`src/rtl/ws2812_driver.sv`:
```
// ws2812_driver: serialises 24-bit GRB pixel colours onto a single WS2812 data
// line, one frame of NUM_PIXELS pixels at a time, with a low latch period
// between frames.
//
// Ports
//   clk          single clock (100 MHz at the default timing parameters)
//   reset        asynchronous, active-high reset
//   enable       allows a new frame to start once the latch period has elapsed
//   pixel_color  colour of pixel next_px_num: G=[7:0], R=[15:8], B=[23:16]
//   next_px_num  index of the pixel whose colour is loaded next
//   ws2812_dout  registered serial output to the LED strip
//   frame_done   one-cycle pulse when the last bit period of a frame ends
//
// State  | meaning
// LATCH  | line held low, latch counter runs up and saturates at T_LATCH-1
// SEND   | shifting out pixel bits, one T_BIT period per bit
module ws2812_driver #(
  parameter int NUM_PIXELS = 48,
  parameter int T0H        = 40,
  parameter int T1H        = 80,
  parameter int T_BIT      = 125,
  parameter int T_LATCH    = 5000
) (
  input  logic        clk,
  input  logic        reset,
  input  logic        enable,
  input  logic [23:0] pixel_color,
  output logic [5:0]  next_px_num,
  output logic        ws2812_dout,
  output logic        frame_done
);

  localparam int BW = $clog2(T_BIT + 1);
  localparam int LW = $clog2(T_LATCH + 1);

  localparam logic [BW-1:0] BIT_LAST   = BW'(T_BIT - 1);
  localparam logic [BW-1:0] T0H_C      = BW'(T0H);
  localparam logic [BW-1:0] T1H_C      = BW'(T1H);
  localparam logic [LW-1:0] LATCH_LAST = LW'(T_LATCH - 1);
  localparam logic [5:0]    PX_LAST    = 6'(NUM_PIXELS - 1);

  typedef enum logic {LATCH, SEND} state_t;

  state_t        state;
  logic [LW-1:0] latch_cnt;
  logic [BW-1:0] bit_cnt;
  logic [BW-1:0] bit_cnt_nx;
  logic [BW-1:0] hi_lim;
  logic [4:0]    bit_idx;
  logic [23:0]   shreg;
  logic [5:0]    px_cnt;
  logic [5:0]    next_px_inc;
  logic [23:0]   load_seq;

  // Reorder the colour so the first bit on the wire sits at shreg[23]:
  // G byte first, then R, then B, each MSB first.
  assign load_seq    = {pixel_color[7:0], pixel_color[15:8], pixel_color[23:16]};
  assign bit_cnt_nx  = bit_cnt + BW'(1);
  assign hi_lim      = shreg[23] ? T1H_C : T0H_C;
  assign next_px_inc = (next_px_num == PX_LAST) ? 6'd0 : next_px_num + 6'd1;

  always_ff @(posedge clk or posedge reset) begin
    if (reset) begin
      state       <= LATCH;
      latch_cnt   <= '0;
      bit_cnt     <= '0;
      bit_idx     <= '0;
      shreg       <= '0;
      px_cnt      <= '0;
      next_px_num <= '0;
      ws2812_dout <= 1'b0;
      frame_done  <= 1'b0;
    end else begin
      frame_done <= 1'b0;
      case (state)
        LATCH: begin
          ws2812_dout <= 1'b0;
          if (latch_cnt != LATCH_LAST) begin
            latch_cnt <= latch_cnt + LW'(1);
          end else if (enable) begin
            // Count 0 of every bit is high for both symbols, so the line
            // rises on the load edge itself.
            state       <= SEND;
            shreg       <= load_seq;
            bit_cnt     <= '0;
            bit_idx     <= '0;
            px_cnt      <= '0;
            next_px_num <= next_px_inc;
            ws2812_dout <= 1'b1;
          end
        end

        SEND: begin
          if (bit_cnt == BIT_LAST) begin
            if (bit_idx == 5'd23) begin
              if (px_cnt == PX_LAST) begin
                state       <= LATCH;
                latch_cnt   <= '0;
                px_cnt      <= '0;
                frame_done  <= 1'b1;
                ws2812_dout <= 1'b0;
              end else begin
                // Back-to-back pixel load, no idle cycle in between.
                shreg       <= load_seq;
                bit_cnt     <= '0;
                bit_idx     <= '0;
                px_cnt      <= px_cnt + 6'd1;
                next_px_num <= next_px_inc;
                ws2812_dout <= 1'b1;
              end
            end else begin
              shreg       <= {shreg[22:0], 1'b0};
              bit_idx     <= bit_idx + 5'd1;
              bit_cnt     <= '0;
              ws2812_dout <= 1'b1;
            end
          end else begin
            bit_cnt     <= bit_cnt_nx;
            ws2812_dout <= (bit_cnt_nx < hi_lim);
          end
        end
      endcase
    end
  end

endmodule

```
`config.mk`:
```
export PLATFORM = sky130hd
export DESIGN_NAME = ws2812_driver
export DESIGN_NICKNAME = d
export VERILOG_FILES = /design/src/rtl/ws2812_driver.sv
export SDC_FILE = /design/constraint.sdc
export NUM_CORES = 1
export LEC_CHECK = 0
export ABC_AREA = 1
export CAP_MARGIN = 10
export CORE_UTILIZATION = 51
export DETAILED_ROUTE_END_ITERATION = 12
export DONT_BUFFER_PORTS = 1
export PLACE_DENSITY_LB_ADDON = 0.3
export SYNTH_ARGS = -nofsm -noshare
export SYNTH_HDL_FRONTEND = slang
export SYNTH_SLANG_ARGS = --single-unit
```
`constraint.sdc`:
```
create_clock -name clk -period 5.7 [get_ports clk]
set_input_delay 1.71 -clock clk [delete_from_list [all_inputs] [get_ports clk]]
set_output_delay 1.71 -clock clk [all_outputs]
set_load 0.01 [all_outputs]
```
* Word level (Yosys, flattened, before mapping)
Index checks and enable logic that the tools add are counted.
** Cells by class
- Add/subtract/negate cells :: 5
- Order comparisons :: 1
- Equal/unequal tests :: 14
- Multiplexer cells :: 49
- Bitwise logic cells :: 1
- Reduce and logical (&&, ||, !) cells :: 5
** Operators with widths (number)
- $mux W24 :: 5
- $mux W6 :: 11
- $mux W13 :: 4
- $pmux W24 S2 :: 1
- $mux W7 :: 6
- $pmux W13 S2 :: 1
- $mux W5 :: 5
- $pmux W6 S2 :: 2
- $pmux W7 S2 :: 1
- $add A13 B1 Y13 const B :: 1
- $ne A13 B13 Y1 const B :: 1
- $add A6 B1 Y6 const B :: 2
- $eq A6 B6 Y1 const B :: 2
- $reduce_and A4 Y1 :: 3
- $mux W1 :: 10
- $pmux W5 S2 :: 1
- $ne A2 B2 Y1 const B :: 4
- $add A7 B1 Y7 const B :: 1
- $eq A7 B7 Y1 const B :: 1
- $lt A7 B7 Y1 :: 1
- $ne A2 B1 Y1 const B :: 3
- $add A5 B1 Y5 const B :: 1
- $eq A5 B5 Y1 const B :: 1
- $reduce_and A5 Y1 :: 1
- other kinds (5) :: 6
** Storage, ports and cells
- Flip-flop bits (word level) :: 64
- Input bits :: 27
- Output and inout bits :: 8

* Logic depth before layout (Yosys ltp)
- Depth after elaboration :: 6
- Depth in mapped cells :: 12

* Worst setup path before layout
Ideal clock, no wire load.
- Path kind :: input port to flip-flop
- From :: input enable
- To :: register bit_idx[4]
- Data arrival time :: 2449 ps
- Setup slack :: 3134 ps
- Cell stages on the path :: 8
- Cell sequence :: nor2_1 -> nor2_4 -> buf_6 -> nand2_4 -> nand2_4 -> buf_8 -> nand2_1 -> nand2_1
** Between the ends
- Longest elaborated chain between the ends :: 2
** Ends and longest elaborated chain
- start, declared :: line 26 : input logic enable,
- $ne A2 B2 Y1 (no line)
- $reduce_and A4 Y1 (no line)
- end signal, assigned :: line 113 : bit_idx <= bit_idx + 5'd1;
- end, declared :: line 49 : logic [4:0] bit_idx;
Every way passes these cells.
A chain may end at the register's enable or synchronous reset.

* Worst setup path in the final report
- From :: register bit_idx[0]
- To :: register shreg[23]
** Between the ends
- Longest elaborated chain between the ends :: 4
** Ends and longest elaborated chain
- $eq A5 B5 Y1 (*) :: line 95 : if (bit_idx == 5'd23) begin
- $mux W24 :: line 95
- $mux W24 :: line 94 : if (bit_cnt == BIT_LAST) begin
- $pmux W24 S2 :: line 75 : case (state)
- end signal, assigned :: line 84 : shreg <= load_seq;
- end signal, assigned :: line 104 : shreg <= load_seq;
- end signal, assigned :: line 112 : shreg <= {shreg[22:0], 1'b0};
- end, declared :: line 50 : logic [23:0] shreg;
Mark *: on every way between the ends. The rest lies on a longest branch, timed or not. The select of a mux whose other input is x is not followed.

==> reports/qor.yml <==
power_and_ir_drop:
  power_frac_comb_pct: 2.2
  ir_drop_v: 0.000113
  p_per_area_nw_per_um2: 224
  p_switching_w: 0.000211
  leakage_nw: 1.97
  p_clk_share_pct: 46.0
  netSwitchingFraction_pct: 24.1
  power.share.sequential_pct: 51.8
  p_int_w: 0.000665
floorplan:
  core_um2: 6910
  num_io_pins: 35
  die_x_um: 87.1
  start_util_pct: 53.4
  num_rows: 30
  dieArea_um2: 7580
  die_y_um: 87.1
cells_and_area:
  utilization_pct: 56.6
  syn_to_final_growth_pct: 5.90
  fillers: 645
  final_nets: 541
  n_antenna_cell: 0
  drive_above_1_share_pct: 7.25
drt:
  vias: 3104
  via_per_inst: 5.12
  wl_per_cell_um: 12.1
  drtAntennaViolNets: 0
  drt_wl_total_um: 7310
  drt_pass1_iterations: 4
  drc: 0
  drt_iter0_drc: 150
synth:
  synthesis.area_um2: 3690
  synthArstFlopShare_pct: 100
  synthCells: 510
  yosys.area.top_type_share_pct: 43.4
  synth.distinct_cells: 30
  syn_area_per_cell_um2: 7.24
  yosys_warnings: 0
  synthTopCellsByCount: "nand2_1, dfrtp_1, nand3_1"
  synthTopCellsByArea: "dfrtp_1, nand2_1, nand3_1"
  yosysMostFrequentCell: "nand2_1"
  ys_seq_area_share_pct: 43.4
  synth_nets: 546
  synth_top_area_cell: "dfrtp_1"
  synth_edf_count: 0
  ys.flop_type: "dfrtp_1"
  ys_seq_elements: 64
min_path:
  hold_class: "reg -> reg"
sta:
  max_freq_mhz: 315
  final-hold-violation-count: 0
  slew_headroom_pct: 26.5
  finalSetupViolations: 0
  tns_ns: 0
  worst_pin_slew_ns: 1.10
  final.period_utilization_pct: 55.6
  rsz0062_at_grt: "false"
  maxSlewViolCount: 0
  fin_worst_skew_ns: 0.00982
  fin_crit_ns: 3.17
grt:
  grt_overflow_total: 0
  grt.total_usage_pct: 21.2
  first_global_vias: 2837
  antenna_found_initial: 0
  grt_max_degree: 43
  grt_pass1_wl_um: 12600
clock_network:
  post_cts.repair.setup_buffers: 0
  cts_buffers: 9
  clk_pin_slew_ns: 0.07
  tritoncts: "built"
  clock_latency_ns: 0.35
  numClockSinks: 64
  htreeDepth: 3
  clock_path_buffers: 2
  holdBufCountCts: 0
  ctsResizeCount: 0
  root_buffer: "clkbuf_8"
worst_setup_path:
  max_stage_delay_ns: 0.82
  crit_path_max_fanout: 32
  critPathRequiredTime_ns: 5.98
  worstPathCellList: "ha_1 > nand2_1 > inv_1 > nand3_1 > nand2_1 > inv_1 > nand2_1 > nand2_4 > nand2_1 > nand2_1"
  cp_num_buf_inv: 2
  critical_path_class: "reg -> reg"
  cp-end-kind: "register"
  rrSetupSlack_ns: 2.53
  start_kind: "register"
  cp_top_family: "simple AND/OR/NAND/NOR gates"
  cp_common_cell: "nand2_1"
  crit_arrival_ns: 3.45
  cpMaxStageDelayCell: "inv_1"
placed_design:
  place_congestion: 0.892
  dp_hpwl_um: 4920
  portBuffers: 0
run_status:
  status: "complete, no violations"
flow_run:
  drv_cap: 0
[layer usage]
layer / share of wire [%] / track usage [%]
met1: 49 / 28.5
met2: 46 / 33.5
met3: 4.3 / 3.41
met4: 1.3 / 10.5
met5: 0 / 0
[power by group through the flow]
stage / Clock, W / Sequential, W / Combinational, W
2_1_floorplan: 0 / 0.000463 / 0.0000163
3_3_place_gp: 0 / 0.000463 / 0.0000201
3_5_place_dp: 0 / 0.000463 / 0.0000204
4_1_cts: 0.000411 / 0.000454 / 0.0000205
5_1_grt: 0.000430 / 0.000454 / 0.0000234
6_report: 0.000402 / 0.000454 / 0.0000196
[cells by family after synthesis]
| group | count (synthesis) | share of synthesized area, % |
|---|---|---|
| adder cells (fa/ha/maj) | 9 | 3.05 |
| AND/OR/NAND/NOR | 347 | 39.8 |
| AO/OA/AOI/OAI | 25 | 4.20 |
| flip-flops | 64 | 43.4 |
| XOR/XNOR | 12 | 2.85 |
| buffers and inverters | 53 | 6.75 |
[stage by stage]
step	hold WS, ns	cells	cell area [um2]	power (W)	setup WS [ns]
after floorplan	0.442	510	3690	0.000479	2.39
after global placement	0.458	590	3700	0.000483	2.34
after detailed placement	0.464	590	3700	0.000483	2.29
after CTS	0.485	606	3910	0.000885	2.54
after global routing	0.509	606	3910	0.000907	2.24
final	0.480	606	3910	0.000876	2.53
[final cells by class]
type / instances / area (um2) / area share, %
Clock buffer: 9 / 124 / 3.17
Clock inverter: 7 / 80.1 / 2.05
Inverter: 36 / 135 / 3.46
Multi-Input combinational cell: 393 / 1840 / 47.1
Sequential cell: 64 / 1600 / 41.0
Tap cell: 96 / 120 / 3.07
Timing Repair Buffer: 1 / 7.51 / 0.192
[tightest hold or removal path: stages, from the launching register on]
cell	delay (ns)
dfrtp_1	0.35
nand2_1	0.05
nand2_1	0.05
[path summary, 6_finish.rpt]
path,start,end,cells after the start
setup / recovery,bit_idx[0],shreg[23],10
hold reg to reg,shreg[16],shreg[16],2
hold / removal,shreg[16],shreg[16],2
min in group asynchronous,reset,px_cnt[2],1
max in group asynchronous,reset,bit_cnt[1],2
setup reg to reg,bit_idx[0],shreg[23],10
[cells in the final DEF (no fill, tap or decap)]
cell type,n
a21oi_1,6
buf_4,1
bufinv_16,1
clkbuf_8,9
clkinv_4,2
clkinvlp_4,2
dfrtp_1,64
ha_1,9
inv_1,35
inv_2,1
inv_6,2
nand2_1,249
nand2_2,2
nand2_4,2
nand3_1,37
nand3_2,1
nand3b_1,1
nand4_1,16
nor2_1,22
nor2_2,1
nor2_4,1
nor3_1,8
nor3_4,1
nor3b_1,1
o21ai_0,9
o21ai_2,6
o21bai_1,1
o22ai_1,2
o31ai_1,1
or2_2,5
xnor2_1,2
xor2_1,10
[sequential cells by signal, summed over array words and instances (netlist names)]
register	count
state	1
px_cnt	6
frame_done	1
bit_idx	5
latch_cnt	13
ws2812_dout	1
next_px_num	6
bit_cnt	7
shreg	24
No activity file was read; power rests on OpenSTA's default activity.
